### config.mk
export PLATFORM = sky130hd
export DESIGN_NAME = seg_scan_driver
export DESIGN_NICKNAME = d
export VERILOG_FILES = /design/src/rtl/seg_pkg.sv /design/src/rtl/bin2bcd_seq.sv /design/src/rtl/seg_scan_driver.sv
export SDC_FILE = /design/constraint.sdc
export NUM_CORES = 1
export LEC_CHECK = 0
export ABC_AREA = 1
export CAP_MARGIN = 20
export CELL_PAD_IN_SITES_DETAIL_PLACEMENT = 0
export CELL_PAD_IN_SITES_GLOBAL_PLACEMENT = 1
export CORE_MARGIN = 10
export CORE_UTILIZATION = 43
export CTS_CLUSTER_DIAMETER = 200
export DETAILED_ROUTE_END_ITERATION = 6
export PLACE_DENSITY = 0.84
export SETUP_SLACK_MARGIN = 0.15
export SYNTH_ARGS = -nofsm -noshare
export SYNTH_HDL_FRONTEND = slang
export SYNTH_SLANG_ARGS = --single-unit
### constraint.sdc
create_clock -name clk -period 1.9 [get_ports clk]
set_input_delay 0.475 -clock clk [delete_from_list [all_inputs] [get_ports clk]]
set_output_delay 0.475 -clock clk [all_outputs]
set_load 0.005 [all_outputs]
### src/rtl/seg_pkg.sv
// Shared digit codes and converter state encoding for the seven-segment front end.
package seg_pkg;

  localparam logic [3:0] DIG_MINUS  = 4'd10;
  localparam logic [3:0] DIG_BLANK  = 4'd11;
  localparam logic [3:0] DIG_A      = 4'd13;
  localparam logic [3:0] DIG_E      = 4'd14;
  localparam int         NUM_DIGITS = 4;

  typedef enum logic {
    CONV_IDLE,
    CONV_SHIFT
  } conv_state_t;

endpackage

### src/rtl/bin2bcd_seq.sv
// Sequential shift-add-3 (double dabble) converter, one shift per clock.
// done is asserted during the final shift cycle; bcd then carries the
// finished result so the consumer can latch it on that same edge.
module bin2bcd_seq
  import seg_pkg::*;
#(
  parameter int WIDTH = 14
) (
  input  logic             clk,
  input  logic             rst,
  input  logic             start,
  input  logic [WIDTH-1:0] bin,
  output logic             busy,
  output logic             done,
  output logic [15:0]      bcd
);

  localparam int CNT_W = $clog2(WIDTH + 1);

  conv_state_t      state;
  conv_state_t      state_next;
  logic [CNT_W-1:0] count;
  logic [WIDTH-1:0] bin_sr;
  logic [15:0]      bcd_sr;
  logic [14:0]      bcd_adj;
  logic             last_step;

  // Add 3 to every BCD nibble of 5 or more before the shift; the top bit of
  // the leftmost nibble is shifted out, values beyond 9999 are range-checked upstream.
  always_comb begin
    bcd_adj = bcd_sr[14:0];
    for (int i = 0; i < 3; i++) begin
      if (bcd_sr[4*i +: 4] >= 4'd5) bcd_adj[4*i +: 4] = bcd_sr[4*i +: 4] + 4'd3;
    end
    if (bcd_sr[15:12] >= 4'd5) bcd_adj[14:12] = 3'(bcd_sr[15:12] + 4'd3);
  end

  assign bcd       = {bcd_adj, bin_sr[WIDTH-1]};
  assign last_step = (state == CONV_SHIFT) && (count == CNT_W'(WIDTH - 1));
  assign busy      = (state == CONV_SHIFT);
  assign done      = last_step;

  // State register; reset aborts any conversion in flight.
  always_ff @(posedge clk) begin
    if (rst) state <= CONV_IDLE;
    else     state <= state_next;
  end

  // Idle until start, then shift for exactly WIDTH cycles.
  always_comb begin
    state_next = state;
    case (state)
      CONV_IDLE:  if (start)     state_next = CONV_SHIFT;
      CONV_SHIFT: if (last_step) state_next = CONV_IDLE;
      default:                   state_next = CONV_IDLE;
    endcase
  end

  // Shift datapath: load the binary operand on start, then shift into the BCD register.
  always_ff @(posedge clk) begin
    if (rst) begin
      count  <= '0;
      bin_sr <= '0;
      bcd_sr <= '0;
    end else if (state == CONV_IDLE) begin
      if (start) begin
        count  <= '0;
        bin_sr <= bin;
        bcd_sr <= '0;
      end
    end else begin
      count  <= count + 1'b1;
      bin_sr <= bin_sr << 1;
      bcd_sr <= bcd;
    end
  end

endmodule

### src/rtl/seg_scan_driver.sv
// Four-digit seven-segment front end: captures a signed value, converts it to
// formatted digit codes and time-multiplexes them into the segment decoder.
module seg_scan_driver
  import seg_pkg::*;
#(
  parameter int WIDTH       = 14,
  parameter int REFRESH_DIV = 100000
) (
  input  logic             clk,
  input  logic             rst,
  input  logic [WIDTH-1:0] value,
  input  logic             load,
  input  logic             disp_en,
  input  logic             dp_on,
  output logic             busy,
  output logic             en,
  output logic [3:0]       x,
  output logic [1:0]       sel,
  output logic             target
);

  localparam int CW = (REFRESH_DIV > 1) ? $clog2(REFRESH_DIV) : 1;

  logic             accept;
  logic [WIDTH:0]   value_ext;
  logic [WIDTH:0]   mag;
  logic             out_of_range;
  logic             neg_q;
  logic             oor_q;
  logic             conv_busy;
  logic             conv_done;
  logic [15:0]      conv_bcd;
  logic [3:0]       commit_digits [NUM_DIGITS];
  logic [3:0]       digits        [NUM_DIGITS];
  logic [CW-1:0]    refresh_cnt;

  // Magnitude is one bit wider so the most negative input cannot overflow.
  assign accept       = load && !conv_busy;
  assign value_ext    = {value[WIDTH-1], value};
  assign mag          = value[WIDTH-1] ? -value_ext : value_ext;
  assign out_of_range = value[WIDTH-1] ? (32'(mag) > 32'd999) : (32'(mag) > 32'd9999);
  assign busy         = conv_busy;
  assign x            = digits[sel];

  bin2bcd_seq #(
    .WIDTH (WIDTH)
  ) u_conv (
    .clk   (clk),
    .rst   (rst),
    .start (accept),
    .bin   (mag[WIDTH-1:0]),
    .busy  (conv_busy),
    .done  (conv_done),
    .bcd   (conv_bcd)
  );

  // Remember sign and range verdict of the accepted value until commit.
  always_ff @(posedge clk) begin
    if (rst) begin
      neg_q <= 1'b0;
      oor_q <= 1'b0;
    end else if (accept) begin
      neg_q <= value[WIDTH-1];
      oor_q <= out_of_range;
    end
  end

  // Format the finished BCD: error, fixed-position minus and leading-zero blanking.
  always_comb begin
    for (int i = 0; i < NUM_DIGITS; i++) commit_digits[i] = DIG_BLANK;
    if (oor_q) begin
      commit_digits[3] = DIG_E;
    end else if (neg_q) begin
      commit_digits[3] = DIG_MINUS;
      commit_digits[0] = conv_bcd[3:0];
      if (conv_bcd[11:4] != '0) commit_digits[1] = conv_bcd[7:4];
      if (conv_bcd[11:8] != '0) commit_digits[2] = conv_bcd[11:8];
    end else begin
      commit_digits[0] = conv_bcd[3:0];
      if (conv_bcd[15:4]  != '0) commit_digits[1] = conv_bcd[7:4];
      if (conv_bcd[15:8]  != '0) commit_digits[2] = conv_bcd[11:8];
      if (conv_bcd[15:12] != '0) commit_digits[3] = conv_bcd[15:12];
    end
  end

  // Digit registers swap atomically on the last conversion cycle; old display held until then.
  always_ff @(posedge clk) begin
    if (rst) begin
      for (int i = 0; i < NUM_DIGITS; i++) digits[i] <= DIG_BLANK;
    end else if (conv_done) begin
      for (int i = 0; i < NUM_DIGITS; i++) digits[i] <= commit_digits[i];
    end
  end

  // Free-running refresh counter; each wrap advances the scanned digit.
  always_ff @(posedge clk) begin
    if (rst) begin
      refresh_cnt <= '0;
      sel         <= 2'd0;
    end else if (refresh_cnt == CW'(REFRESH_DIV - 1)) begin
      refresh_cnt <= '0;
      sel         <= sel + 2'd1;
    end else begin
      refresh_cnt <= refresh_cnt + 1'b1;
    end
  end

  // Enable and decimal-point request are registered one cycle toward the decoder.
  always_ff @(posedge clk) begin
    if (rst) begin
      en     <= 1'b0;
      target <= 1'b1;
    end else begin
      en     <= disp_en;
      target <= ~dp_on;
    end
  end

endmodule

# [Yosys cells after proc, flatten, opt, wreduce, memory -nomap -nowiden]
# Memory sizes are Yosys's and may differ from the RTL's. A register that Yosys moved wholly into a read port is not among the register bits.
# Cells that the tools add are included.
[totals] reg_bits=58 ramBits=16 n_memories=1
[op_classes] add_sub_neg=8 n_lt_le_gt_ge=6 n_eq_ne=2 muxes=34 bitwise_logic=6 n_reduce_logical=11
[mem_list] memory="digits" depth=4 word_bits=4 read_ports=1 rd_clocked_by_memory_dff=1 wr=4 line_no="seg_scan_driver.sv:34" text="logic [3:0] digits [NUM_DIGITS];"
[ops] op="4-bit two-way mux" count=15
[ops] op="16-bit two-way mux" count=2
[ops] op="14-bit two-way mux" count=2
[ops] op="12-bit two-way mux" count=2
[ops] op="17-bit by 1-bit adder with 17-bit output, second input constant" count=1
[ops] op="17-bit equality test, second input constant" count=1
[ops] op="4-bit by 3-bit greater-or-equal comparator with 1-bit output, second input constant" count=4
[ops] op="8-bit nonzero test" count=2
[ops] op="15-bit by 10-bit > comparator with 1-bit output, second input constant" count=1
[ops] op="15-bit by 14-bit > comparator with 1-bit output, second input constant" count=1
[ops] op="15-bit two-way mux" count=1
[ops] op="15-bit negation" count=1
[ops] op="4-bit by 2-bit adder with 4-bit output, second input constant" count=3
[ops] op="12-bit nonzero test" count=1
[ops] op="1-bit two-way mux" count=8
[ops] op="4-bit nonzero test" count=2
[ops] op="4-bit by 1-bit adder with 4-bit output, second input constant" count=1
[ops] op="4-bit equality test, second input constant" count=1
[ops] op="2-bit two-way mux" count=2
[ops] op="1-bit bitwise OR" count=4
[ops] op="2-bit OR reduction" count=2
[ops] op="3-bit by 2-bit adder with 3-bit output, second input constant" count=1
[ops] op="3-bit two-way mux" count=1
[ops] op="2-bit by 1-bit adder with 2-bit output, second input constant" count=1
[ops] op="other kinds (5)" count=7

# [Logic depth before layout (Yosys ltp)]
# Gate-level depths: netlist of the first run.
[logic_depth] word_depth=7 mapped_depth=13

# [Cells and area by module]
# A second synthesis of the first run with hierarchy kept.
[unflattened] cells_unflattened=589 area_unflattened_um2=4262.8
[by_module_without_submodules] module="seg_scan_driver" n_inst=1 cells_per_inst=297 area_per_inst_um2=2268.4
[by_module_without_submodules] module="bin2bcd_seq" n_inst=1 cells_per_inst=292 area_per_inst_um2=1994.4

# [Worst setup path before layout of the first run]
# OpenSTA, ideal clock, no wires.
[synth_path] path_kind="flip-flop to flip-flop" startpoint="register u_conv.bcd_sr[8]" endpoint="memory digits[2][3], data pin" setup_time_ns=0.263 arrival_time_ns=1.300 required_time_ns=1.637 path_slack_ns=0.337 path_stages_with_launch=11 synth_period_minus_slack_ns=1.563 cell_sequence="dfxtp_1 > inv_1 > ha_1 > inv_1 > o21ai_1 > nand2_1 > o21ai_1 > nand4_1 > nand2_1 > o21ai_2 > nand2_1"
[synth_lines] element="start, declared" line_no="bin2bcd_seq.sv:24" text="logic [15:0] bcd_sr;"
[synth_lines] element="start signal, assigned" line_no="bin2bcd_seq.sv:64" text="bcd_sr <= '0;"
[synth_lines] element="start signal, assigned" line_no="bin2bcd_seq.sv:69" text="bcd_sr <= '0;"
[synth_lines] element="start signal, assigned" line_no="bin2bcd_seq.sv:74" text="bcd_sr <= bcd;"
[synth_lines] element="end, declared" line_no="seg_scan_driver.sv:34"

==> results of run 1 <==
[critical path, stage by stage, from the launching register on]
cell and delay, ns:
dfxtp_4 0.37, inv_4 0.07, ha_4 0.13, inv_1 0.04, o21ai_2 0.18, nand2_4 0.11
xor2_2 0.19, nand4_1 0.13, nor2_1 0.06, nand2_2 0.10, nand3_1 0.10
[metrics by stage]
| step | instance area (sq um) | hold slack (ns) | total power [W] | TNS [ns] | utilization (%) |
|---|---|---|---|---|---|
| 2_1_floorplan | 4000 | 0.429 | 0.00190 | 0 | - |
| 3_3_place_gp | 4630 | 0.442 | 0.00205 | -0.625 | 50.6 |
| 3_5_place_dp | 4630 | 0.451 | 0.00205 | -0.751 | 50.6 |
| 4_1_cts | 4840 | 0.471 | 0.00322 | 0 | 52.9 |
| 5_1_grt | 5160 | 0.483 | 0.00334 | 0 | 56.4 |
| 6_report | 5160 | 0.473 | 0.00320 | 0 | 56.4 |
[cell type report]
type	instances	area, sq um	share of cell area, %
Clock buffer	11	153	2.96
Clock inverter	5	33.8	0.654
Timing Repair Buffer	73	648	12.6
Inverter	70	273	5.28
Sequential cell	76	1710	33.0
Multi-Input combinational cell	376	2210	42.8
Tap cell	111	139	2.69
[how the worst min path moves through the flow]
stage	startpoint	endpoint	slack (ns)	depth (start not counted)
after floorplan	refresh_cnt[0]	refresh_cnt[0]	0.43	1
after global placement	refresh_cnt[0]	refresh_cnt[0]	0.44	1
after detailed placement	refresh_cnt[0]	refresh_cnt[0]	0.45	1
after CTS	refresh_cnt[0]	refresh_cnt[0]	0.47	1
after global routing	refresh_cnt[0]	refresh_cnt[0]	0.48	1
final	refresh_cnt[0]	refresh_cnt[0]	0.47	1
[repair_timing]
item | CTS | global route
setup buffers | 1 | 9
pin swaps | 1 | 28
hold endpoints to repair | 0 | 0
setup endpoints to repair | 8 | 28
resized for setup | 20 | 89
[per-layer routing]
metal	share of wire, %	up-vias
li1	-	1881
met1	47	1630
met2	47	63
met3	4.3	11
met4	1.2	0
met5	0	-
[power groups by stage]
stage               clock (W)  combinational, W  sequential (W)
detailed placement          0          0.000311         0.00174
global route          0.00127          0.000362         0.00170
global placement            0          0.000309         0.00174
CTS                   0.00121          0.000311         0.00170
floorplan                   0          0.000169         0.00173
finish                0.00118          0.000323         0.00170
[kinds of logic (layout without fill, tap and decap cells)]
group	Yosys count	in the layout
simple gates	265	265
compound gates	87	87
buf+inv	86	159
flops	76	76
fa+ha+maj	12	12
xor+xnor	12	12
[layout by cell type, fill, tap and decap left out, types with 12 or more instances in the layout]
master           instances
inv_2                   12
a31oi_1                 13
nand2_1                120
o21ai_0                 20
o22ai_1                 13
inv_1                   54
nand3_1                 24
dfxtp_1                 47
a21oi_1                 19
edfxtp_1                16
nand2_2                 12
clkdlybuf4s50_1         15
nor2_1                  58
buf_4                   42
[sequential cells by signal, summed over array words and instances (netlist names), named ones only]
signal	cells
sel	2
neg_q	1
u_conv.bcd_sr	16
u_conv.busy	1
u_conv.count	4
oor_q	1
en	1
u_conv.bin_sr	14
digits	16
target	1
refresh_cnt	17
==> reports/qor.txt, run 1 <==
Clock Latency Late Sink = 0.35 ns
critical path endpoint category = flip-flop
via count = 3585
EDFF count, synth = 16
residual DRC count = 0
met2 Use GR = 22.0%
Clk network pwr share = 36.8%
combinational share of power = 10.1%
Seq pwr share = 53.1%
CTS buffer count = 9
Overall Global Routing Usage = 13.6%
vias in the first global route = 3329
DP HPWL = 6400 microns
mapped cell area = 0.00400 sq mm
vias per std cell = 4.97
Seq cells post-synth = 76
core area = 0.00915 sq mm
Critical Path Source Type = flip-flop
share of layout cells above drive strength 1 = 25.9%
Diodes inserted = 0
GRT met3 Usage = 3.54%
die height = 116 microns
Routed WL per cell = 12.4 microns
Num Clock Sinks = 76
largest vdd supply drop = 0.000396 V
fill cell count = 844
placed cell count = 696
first-pass GRT wire length = 14900 microns
root buf cell = clkbuf_8
CP max FO = 4
post-synthesis adder-cell area fraction = 3.75%
WP data required = 2.00 ns
max_cap viols = 0
clock tree buffer depth = 2
Unique masters post-synth = 41
post-synthesis mux area share = 0%
Synth Warn # = 0
top post-synthesis cells by area = dfxtp_1 30%, nand2_1 12%, edfxtp_1 12%
Synth top cells by count = 130 x nand2_1, 65 x inv_1, 65 x nor2_1, 60 x dfxtp_1, 27 x nand3_1
Reg2Reg Setup Slack = 0.16 ns
RSZ-0062 raised after global routing = yes
max-slew violation count = 0
Place WS = -0.192 ns
post-synthesis sequential area ratio = 42.0%
final-report hold violation count = 0
Final Setup Violations = 0
die width = 116 microns
IO Port Bufs = 27
Post-Syn Instances = 538
grt ovf = 0
Final nets = 637
area grow syn2layout = 29.0%
fraction of registers with async set/reset = 0%
Pint = 0.00238 W
Synth Flop Type = dfxtp_1
clk_skew = 0.0118 ns
CTS H-tree depth = 3
f_max = 575 MHz
# IOs = 28
RR Startpoint = u_conv.bcd_sr[9]
Total Wirelength = 8960 microns
largest family of logic cells by synthesized area = simple AND/OR/NAND/NOR gates
CTS tree = done
Post-Syn Area per Cell = 7.44 sq um
P_sw = 0.000823 W
WS Path Type = flip-flop to flip-flop
met1 Use GR = 16.8%
gp weighted congestion = 0.837
antenna viol nets, final = 0
syn_nets = 569
final non-filler cell total = 722
Worst-path clk slew = 0.08 ns
global-route layer with the greatest usage = met2
Worst Setup EP = digits[1][3]
switch share = 25.7%
fin worst setup slack = 0.160 ns
CP Launch Point = u_conv.bcd_sr[9]
starting density of the core = 43.7%
Synth Area in XOR/XNOR = 2.62%
Initial DRC Count = 238
Worst R2R Path Depth = 10
post-route minimum period = 1.74 ns
r2r endpoint = digits[1][3]
pwr dens = 620 mW/mm^2
Synth Area in Compound Gates = 12.5%
HP Class = flip-flop to flip-flop
outcome = finished clean
post-synthesis simple-gate area fraction = 30.6%
Tcrit/Tclk final = 91.6%
Slew @ Worst Pin = 0.433 ns
Site Rows = 35
static leakage = 2.10 nW
cell taking the most area after synthesis = dfxtp_1
Pre-antenna DRT Iters = 4
largest net degree at the start of global routing = 31
antenna violations before repair = 0
Die ar. = 0.0136 sq mm
most numerous cell in the Yosys netlist = nand2_1
top cell type's share of synthesized area = 30.0%
Relative slew margins = 71.1%
Post-CTS Hold Fix Bufs = 0
crit path DAT = 1.84 ns
(Power assumes the default switching activity.)
==> run 2: changes to the inputs <==
--- a/config.mk
+++ b/config.mk
@@ -6,7 +6,6 @@
 export NUM_CORES = 1
 export LEC_CHECK = 0
 export ABC_AREA = 1
-export CAP_MARGIN = 20
 export CELL_PAD_IN_SITES_DETAIL_PLACEMENT = 0
 export CELL_PAD_IN_SITES_GLOBAL_PLACEMENT = 1
 export CORE_MARGIN = 10
==> results of run 2 <==
Same layout as run 1: the final DEF is identical, and so are final timing and power.
==> run 3: changes to the inputs <==
--- a/config.mk
+++ b/config.mk
@@ -9,11 +9,12 @@
 export CELL_PAD_IN_SITES_DETAIL_PLACEMENT = 0
 export CELL_PAD_IN_SITES_GLOBAL_PLACEMENT = 1
 export CORE_MARGIN = 10
-export CORE_UTILIZATION = 43
+export CORE_UTILIZATION = 47
 export CTS_CLUSTER_DIAMETER = 200
 export DETAILED_ROUTE_END_ITERATION = 6
-export PLACE_DENSITY = 0.84
+export PLACE_DENSITY = 0.9
 export SETUP_SLACK_MARGIN = 0.15
+export SLEW_MARGIN = 20
 export SYNTH_ARGS = -nofsm -noshare
 export SYNTH_HDL_FRONTEND = slang
 export SYNTH_SLANG_ARGS = --single-unit
==> constraint.sdc (replaced) <==
create_clock -name clk -period 2.2 [get_ports clk]
set_input_delay 0.55 -clock clk [delete_from_list [all_inputs] [get_ports clk]]
set_output_delay 0.55 -clock clk [all_outputs]
set_load 0.005 [all_outputs]
==> run 3 against run 2 <==
Sequential cell count stayed put. Setup slack better by 0.073 ns. Total power is 10% lower. Worst hold slack worse by 0.0043 ns. Clock-buffer cell count is 1 lower. Non-clock buffer count is 31 lower. Clock power hardly changed. First-iteration DRC count is 16% lower. Critical path type is now flip-flop to output pin. Critical endpoint is now x[2]. Largest power group unchanged. Highest routed layer unchanged.
==> reports/qor.txt, run 3 (synthesized netlist as in run 1, its figures left out) <==
first-pass GRT wire length = 14500 microns (-2.9%)
Reg2Reg Setup Slack = 0.35 ns (+0.19 ns)
grt ovf = 0 (unchanged)
leading cell type in the layout, fill and taps excluded = nand2_1
Routed WL per cell = 12.4 microns (-0.29%)
pwr dens = 615 mW/mm^2 (-0.85%)
antenna viol nets, final = 0 (unchanged)
Clk network pwr share = 40.5% (+3.7 points)
IO Port Bufs = 27 (unchanged)
Final nets = 606 (-4.9%)
WS Path Type = flip-flop to output pin
WP data required = 1.65 ns (-0.35 ns)
Pre-antenna DRT Iters = 4 (unchanged)
Tcrit/Tclk final = 89.4%
share of layout cells above drive strength 1 = 11.2% (-15 points)
largest vdd supply drop = 0.000408 V (+2.9%)
clock tree buffer depth = 2 (unchanged)
outcome = finished clean
r2r endpoint = digits[1][0]
crit path DAT = 1.42 ns (-0.42 ns)
DP HPWL = 6270 microns (-2.1%)
max_cap viols = 0 (unchanged)
Initial DRC Count = 201 (-16%)
clk_skew = 0.0138 ns (+0.00199 ns)
Critical Path Source Type = flip-flop
switch share = 23.8% (-1.9 points)
Slew @ Worst Pin = 0.423 ns (-0.0101 ns)
Post-CTS Hold Fix Bufs = 0 (unchanged)
Num Clock Sinks = 76 (unchanged)
fin worst setup slack = 0.233 ns (+0.0728 ns)
Worst-path clk slew = 0.08 ns (about the same)
CP max FO = 5 (+1)
Min-Delay Path Depth = 2 (+1)
static leakage = 1.82 nW (-13%)
Overall Global Routing Usage = 13.5% (-0.084 points)
starting density of the core = 48.5% (+4.7 points)
final-report hold violation count = 0 (unchanged)
antenna violations before repair = 0 (unchanged)
Die ar. = 0.0126 sq mm (-7.1%)
biggest registers after layout = refresh_cnt (17), digits (16), u_conv.bcd_sr (16)
f_max = 508 MHz
die width = 112 microns (-3.6%)
post-route minimum period = 1.97 ns
Total Wirelength = 8470 microns (-5.4%)
RSZ-0062 raised after global routing = no
Top reg by flops = refresh_cnt
root buf cell = clkbuf_8
max reg flops = 17 (unchanged)
Core Util, Final = 56.6% (+0.14 points)
CTS H-tree depth = 3 (unchanged)
RR Startpoint = u_conv.bcd_sr[12]
via count = 3486 (-2.8%)
HP Class = flip-flop to flip-flop
area grow syn2layout = 16.7%
core area = 0.00826 sq mm (-9.8%)
Site Rows = 33 (-5.7%)
Worst Setup EP = x[2]
gp weighted congestion = 0.832 (-0.63%)
Diodes inserted = 0 (unchanged)
vias per std cell = 5.09 (+2.5%)
Worst R2R Path Depth = 10 (unchanged)
max-slew violation count = 0 (unchanged)
CTS buffer count = 9 (unchanged)
die height = 112 microns (-3.6%)
Final Setup Violations = 0 (unchanged)
Clock Latency Late Sink = 0.36 ns (about the same)
# IOs = 28 (unchanged)
setup TNS = 0 ns (unchanged)
CTS tree = done
Seq pwr share = 51.2% (-1.9 points)
most frequent cells in the layout = 130 x nand2_1, 64 x inv_1, 64 x nor2_1
Place WS = -0.0111 ns (+0.181 ns)
largest net degree at the start of global routing = 35 (+13%)
Relative slew margins = 71.5% (+0.41 points)
Pint = 0.00219 W (-8.0%)
critical path endpoint category = output pin
P_sw = 0.000683 W (-17%)
combinational share of power = 8.3% (-1.8 points)
residual DRC count = 0 (unchanged)
vias in the first global route = 3297 (-0.96%)
run 3: changes by cell type in the layout (fill, tap and decap cells not counted), sizes merged, moves of 2 or more:
cell	delta
buf	-31
bufinv	+2
clkbuf	-5
clkdlybuf4s50	+8
clkinv	-2
clkinvlp	+2
dlygate4sd2	+3
dlymetal6s2s	-8
run 3: worst min path at each step:
stage	startpoint	endpoint	slack, ns
2_1_floorplan	refresh_cnt[0]	refresh_cnt[0]	0.43
3_3_place_gp	refresh_cnt[0]	refresh_cnt[0]	0.44
3_5_place_dp	u_conv.bcd_sr[15]	u_conv.bcd_sr[15]	0.46
4_1_cts	u_conv.bcd_sr[15]	u_conv.bcd_sr[15]	0.47
5_1_grt	u_conv.bcd_sr[15]	u_conv.bcd_sr[15]	0.50
6_report	u_conv.bcd_sr[15]	u_conv.bcd_sr[15]	0.47
run 3: per-stage QoR:
stage | std cells | hold WS, ns | instance area, sq um | power [W]
global placement | 666 | 0.444 | 4430 | 0.00174
CTS | 685 | 0.471 | 4670 | 0.00290
global route | 685 | 0.495 | 4670 | 0.00299
floorplan | 538 | 0.429 | 4000 | 0.00164
finish | 685 | 0.468 | 4670 | 0.00287
detailed placement | 666 | 0.460 | 4430 | 0.00174
run 3: cell type report:
cell class	count	area (sq um)
Tap cell	105	131
Clock inverter	6	87.6
Multi-Input combinational cell	376	1980
Inverter	70	265
Timing Repair Buffer	42	392
Fill cell	796	3590
Sequential cell	76	1690
Clock buffer	10	128
run 3: routing by layer:
metal / track usage (%) / wire length (microns) / vias to the layer above
met4: 5.25 / 169 / 0
met2: 22.1 / 3910 / 66
met3: 4.26 / 397 / 13
met5: 0 / 0 / -
met1: 16.0 / 4000 / 1582
li1: - / - / 1825
run 3: power by group through the flow:
stage / logic (W) / clock network (W) / registers [W]
after CTS: 0.000241 / 0.00119 / 0.00147
after global routing: 0.000270 / 0.00125 / 0.00147
after floorplan: 0.000146 / 0 / 0.00150
after global placement: 0.000237 / 0 / 0.00150
final: 0.000238 / 0.00116 / 0.00147
after detailed placement: 0.000240 / 0 / 0.00150
run 3: what timing repair did:
action                                  4_1_cts  5_1_grt
buffers inserted                              3        0
pin swaps                                     0        0
gates resized for setup                       8        3
endpoints found under the setup margin        4        2
run 3: worst max-delay path, cell delays in order (launching register included):
cell           delay [ns]
dfxtp_4              0.37
buf_4                0.14
buf_4                0.13
nor2_2               0.08
o22ai_1              0.08
dlygate4sd2_1        0.27
